File: config.mk
export PLATFORM = sky130hd
export DESIGN_NAME = palette_ram_ctrl
export DESIGN_NICKNAME = d
export VERILOG_FILES = /design/src/rtl/palette_ram_ctrl.sv
export SDC_FILE = /design/constraint.sdc
export NUM_CORES = 1
export LEC_CHECK = 0
export CAP_MARGIN = 0
export CORE_MARGIN = 1
export CORE_UTILIZATION = 56
export CTS_CLUSTER_DIAMETER = 40
export DETAILED_ROUTE_END_ITERATION = 8
export MAX_ROUTING_LAYER = met4
export PLACE_DENSITY = 0.8
export SETUP_SLACK_MARGIN = 0.4
export SYNTH_ARGS = -nofsm -noshare
export SYNTH_HDL_FRONTEND = slang
export SYNTH_SLANG_ARGS = --single-unit
File: constraint.sdc
create_clock -name clk -period 2 [get_ports clk]
set_input_delay 0.4 -clock clk [delete_from_list [all_inputs] [get_ports clk]]
set_output_delay 0.4 -clock clk [all_outputs]
set_load 0.01 [all_outputs]
File: src/rtl/palette_ram_ctrl.sv
// 32 x 6-bit palette store: ROM copy after reset or init_start, then pixel/CPU arbitration; one-cycle read/ack latency.
// Pixel reads win unless a CPU request has waited MAX_WAIT cycles; PALETTE_MIRROR_EN enables the 0x1x->0x0x sprite aliasing.
module palette_ram_ctrl #(
  parameter int MAX_WAIT = 8,
  parameter int WAIT_W   = 4
) (
  input  logic       clk,
  input  logic       rst_n,
  input  logic       init_start,
  output logic       init_busy,
  output logic [4:0] rom_addr,
  input  logic [7:0] rom_dout,
  input  logic       pix_req,
  input  logic [4:0] pix_idx,
  output logic       pix_valid,
  output logic [5:0] pix_color,
  input  logic       cpu_req,
  input  logic       cpu_we,
  input  logic [4:0] cpu_addr,
  input  logic [7:0] cpu_wdata,
  output logic       cpu_ack,
  output logic [7:0] cpu_rdata
);

  typedef enum logic {S_INIT, S_RUN} state_t;

  localparam logic [WAIT_W-1:0] WAIT_MAX = WAIT_W'(MAX_WAIT);

  state_t            state_q, state_d;
  logic [4:0]        cnt_q, cnt_d;
  logic [5:0]        mem_q [32];
  logic [5:0]        mem_d [32];
  logic [WAIT_W-1:0] wait_q, wait_d;
  logic              pix_valid_q, pix_valid_d;
  logic [5:0]        pix_color_q, pix_color_d;
  logic              cpu_ack_q, cpu_ack_d;
  logic [7:0]        cpu_rdata_q, cpu_rdata_d;

  logic run;
  logic cpu_grant;
  logic pix_grant;
  logic unused_bits;

  function automatic logic [4:0] map_addr(input logic [4:0] a);
`ifdef PALETTE_MIRROR_EN
    map_addr = (a[4] && (a[1:0] == 2'b00)) ? {1'b0, a[3:0]} : a;
`else
    map_addr = a;
`endif
  endfunction

  assign run       = (state_q == S_RUN);
  // The ack cycle blocks a second grant to a request that is still held high.
  assign cpu_grant = run & ~init_start & cpu_req & ~cpu_ack_q & (~pix_req | (wait_q == WAIT_MAX));
  assign pix_grant = run & ~init_start & pix_req & ~cpu_grant;

  assign init_busy   = (state_q == S_INIT);
  assign rom_addr    = (state_q == S_INIT) ? cnt_q : 5'd0;
  assign pix_valid   = pix_valid_q;
  assign pix_color   = pix_color_q;
  assign cpu_ack     = cpu_ack_q;
  assign cpu_rdata   = cpu_rdata_q;
  assign unused_bits = ^{rom_dout[7:6], cpu_wdata[7:6]};

  always_comb begin
    state_d     = state_q;
    cnt_d       = cnt_q;
    mem_d       = mem_q;
    wait_d      = wait_q;
    pix_valid_d = 1'b0;
    pix_color_d = pix_color_q;
    cpu_ack_d   = 1'b0;
    cpu_rdata_d = cpu_rdata_q;

    case (state_q)
      S_INIT: begin
        mem_d[map_addr(cnt_q)] = rom_dout[5:0];
        cnt_d = cnt_q + 5'd1;
        if (init_start) begin
          cnt_d = 5'd0;
        end else if (cnt_q == 5'd31) begin
          state_d = S_RUN;
        end
      end
      default: begin
        if (init_start) begin
          state_d = S_INIT;
          cnt_d   = 5'd0;
        end
      end
    endcase

    if (pix_grant) begin
      pix_valid_d = 1'b1;
      pix_color_d = mem_q[map_addr(pix_idx)];
    end

    if (cpu_grant) begin
      cpu_ack_d = 1'b1;
      if (cpu_we) begin
        mem_d[map_addr(cpu_addr)] = cpu_wdata[5:0];
        cpu_rdata_d = {2'b00, cpu_wdata[5:0]};
      end else begin
        cpu_rdata_d = {2'b00, mem_q[map_addr(cpu_addr)]};
      end
    end

    if (!cpu_req || cpu_grant) begin
      wait_d = '0;
    end else if (run && !cpu_ack_q && (wait_q != WAIT_MAX)) begin
      wait_d = wait_q + 1'b1;
    end
  end

  always_ff @(posedge clk or negedge rst_n) begin
    if (!rst_n) begin
      state_q     <= S_INIT;
      cnt_q       <= '0;
      for (int i = 0; i < 32; i++) mem_q[i] <= '0;
      wait_q      <= '0;
      pix_valid_q <= 1'b0;
      pix_color_q <= '0;
      cpu_ack_q   <= 1'b0;
      cpu_rdata_q <= '0;
    end else begin
      state_q     <= state_d;
      cnt_q       <= cnt_d;
      mem_q       <= mem_d;
      wait_q      <= wait_d;
      pix_valid_q <= pix_valid_d;
      pix_color_q <= pix_color_d;
      cpu_ack_q   <= cpu_ack_d;
      cpu_rdata_q <= cpu_rdata_d;
    end
  end

endmodule

==> out/metrics.cfg <==
[run_status]
status = finished with violations
violations = setup timing

[worst_setup_path]
reg2reg_to = mem_q[43]$_DFF_PN0_
critical_path.cell_chain = inv_2 > ha_4 > nand3b_1 > a2111o_1 > buf_12 > buf_12 > nor3_2 > buf_6 > nand2_1 > o21ai_0
crit_path_max_fanout = 12
cp_common_cell = buf_12
worst_ep_required_time_ps = 2400
max_stage_delay_ps = 440
end_kind = flip-flop
worst_ep_arrival_time_ps = 2740
r2r_slack_ps = -340
ff2ff_path_depth = 10
r2r_start = wait_q[0]$_DFFE_PN0P_
start_kind = flip-flop
path_class = reg -> reg
crit_slowest_cell = a2111o_1

[yosys]
postSynthCellCount = 1322
ys_warn_count = 0
synth_area_um2 = 13800
synthFlopType = dfrtp_1
synth-seq-cells = 216
synth_edf_count = 0
syn_avg_cell_area_um2 = 10.44
yosysUniqueCellTypes = 60
ys_seq_area_share_pct = 39.17
ys_async_sr_fraction_pct = 100.0

[cts]
cts.sinks = 216
clock_tree.buffer_depth = 3
htreeDepth = 2
clk-insertion-delay-late_ps = 540
cts_buffers = 39
cts_tree = done
path_clk_slew_ps = 60
clockRootBuffer = clkbuf_16

[layout]
stdcell_count = 1883
final_util_pct = 80.07
synthToLayoutAreaGrowth_pct = 40.69
final_layout_size_suffix_gt1_share_pct = 44.89
final_cell_area_um2 = 19410
mostFrequentLayoutCells = mux2i_1, dfrtp_1, buf_4
final_common_cell = mux2i_1
nets = 1564

[timing]
setup_viol = 192
final-hold-violation-count = 0
fin_skew_ps = 35.41
worstMarginPinSlew_ps = 623.2
finalCriticalPeriod_ps = 2342
slew_headroom_pct = 57.27
rsz0062_at_grt = yes
slew_viol_final = 0
finalCritPeriodShare_pct = 117.1
max_freq_ghz = 0.4269
worst_slack_ps = -342.5

[placement]
place_congestion = 0.9817
place.port_buffers = 47
placed_area_um2 = 16080
dp_hpwl_um = 31420
dpl.cell_count = 1751

[run]
drv_cap = 0

[global_route]
overflow = 0
grt_pass1_vias = 13630
grt_util_all_layers_pct = 44.58
grt_max_degree = 57
grt_pass1_wl_um = 82460
antenna_found_initial = 4

[pwr]
powerDensity_nw_per_um2 = 787.0
finalPower_mw = 15.28
ir_drop_mv = 1.013
cellLeakagePower_nw = 8.334

[hold_path]
min_path_type = in -> async

[routing]
drt-total-wl_um = 62430
ant_nets = 0
routedWlPerCell_um = 33.15
route.detailed.drc = 0
viasPerCell = 7.619
first_pass_iters = 9
vias = 14350
drt_iter0_drc = 2649

[floorplan]
die_w_um = 159.0
die_h_um = 159.0
initial_core_util_pct = 56.91
die_area_um2 = 25270
io_pins = 54
core-area_um2 = 24250
row_count = 57

synthesized netlist by cell type (2+ instances only):
library cell	number	area [µm²]
a211o_1	3	26.28
mux4_2	84	1892
buf_4	10	75.07
nor4_1	3	18.77
a22o_1	5	43.79
ha_1	7	87.58
nand2b_1	5	31.28
nand2_1	126	473.0
nor2_1	128	480.5
dfrtp_1	216	5405
mux2_2	8	90.09
mux4_1	3	78.83
a211oi_1	4	30.03
a2111oi_0	4	35.03
and3_1	4	25.02
nor3_1	17	85.08
xor2_1	3	26.28
o21ai_0	107	535.5
mux2i_1	230	2302
nor3b_2	2	25.02
nor3_2	10	100.1
and2_1	6	37.54
buf_8	3	45.04
inv_1	9	33.78
a21oi_1	107	535.5
nand3_1	28	140.1
or2_2	2	12.51
nand3b_1	14	105.1
a31oi_1	5	31.28
nor2b_1	9	56.30
inv_2	2	7.510
nor3b_1	5	37.54
buf_1	18	67.56
buf_2	41	205.2
clkbuf_1	54	202.7
buf_6	5	56.30
a221oi_1	12	105.1
per-layer routing:
| metal | share of wire, % | track usage, % |
|---|---|---|
| met1 | 31 | 54.19 |
| met2 | 43 | 64.81 |
| met3 | 15 | 12.97 |
| met4 | 10 | 29.55 |
| met5 | 0 | - |
repair_timing:
action / 4_1_cts / 5_1_grt
setup buffers: 22 / 14
endpoints found under the setup margin: 225 / 225
pin swaps: 15 / 19
gates resized for setup: 275 / 206
endpoints found under the hold margin: 43 / 0
hold buffers: 1 / 0
cloned: 17 / 3
logic make-up (layout without fill, tap and decap cells):
logic type | count (synthesis) | after routing | share of synthesized area, %
flip-flops | 216 | 216 | 39.17
adder cells (fa/ha/maj) | 7 | 7 | 0.6347
multiplexers | 325 | 325 | 31.62
XOR/XNOR | 4 | 4 | 0.2539
AND/OR/NAND/NOR | 367 | 371 | 12.50
AO/OA/AOI/OAI | 260 | 260 | 10.77
other | 1 | 6 | 0.02717
buffers and inverters | 142 | 370 | 5.023
state kept, by name, indices dropped and copies added, names as in the netlist:
| name | count |
|---|---|
| mem_q | 192 |
| cpu_rdata | 6 |
| pix_color | 6 |
| cnt_q | 5 |
| wait_q | 4 |
| cpu_ack | 1 |
| pix_valid | 1 |
| run | 1 |
worst max path at each step:
| stage | start | endpoint | slack (ps) | depth (start not counted) |
|---|---|---|---|---|
| 2_1_floorplan | wait_q[0]$_DFFE_PN0P_ | pix_color[0]$_DFFE_PN0P_ | 60 | 8 |
| 3_3_place_gp | pix_idx[2] | pix_color[1]$_DFFE_PN0P_ | -490 | 7 |
| 3_5_place_dp | init_start | pix_color[1]$_DFFE_PN0P_ | -520 | 7 |
| 4_1_cts | wait_q[0]$_DFFE_PN0P_ | mem_q[178]$_DFF_PN0_ | -30 | 10 |
| 5_1_grt | wait_q[0]$_DFFE_PN0P_ | pix_color[0]$_DFFE_PN0P_ | -440 | 10 |
| 6_report | wait_q[0]$_DFFE_PN0P_ | mem_q[43]$_DFF_PN0_ | -340 | 10 |
worst max-delay path, delay by kind of cell, from the launching register on:
kind / cells / cell delay, ps
flops: 1 / 420
fa+ha+maj: 1 / 140
buf+inv: 4 / 590
compound gates: 2 / 600
simple gates: 3 / 440
final cells by class:
cell class                 count  area, µm²
tap                          324      405.4
timing repair buffer         288       2994
clock buffer                  46       1075
fill                        1195       4833
sequential                   216       5408
antenna                        4      10.01
inverter                      11      51.30
clock inverter                25      280.3
multi-input combinational    969       9191
through the flow:
| step | worst slack [ps] | setup TNS, ps | hold WS (ps) |
|---|---|---|---|
| global placement | -485.7 | -48690 | 340.2 |
| finish | -342.5 | -27720 | 367.6 |
| CTS | -28.87 | -299.7 | 403.1 |
| global route | -437.5 | -33240 | 416.8 |
| detailed placement | -517.6 | -56550 | 334.5 |
| floorplan | 60.73 | 0 | 104.4 |
report_power, final:
| group | internal (mW) | leakage [nW] | switching, mW |
|---|---|---|---|
| Sequential | 4.85 | 2.78 | 0.496 |
| Combinational | 1.29 | 4.89 | 1.66 |
| Clock | 4.41 | 0.658 | 2.58 |
Power figures use the tool's default switching activity.
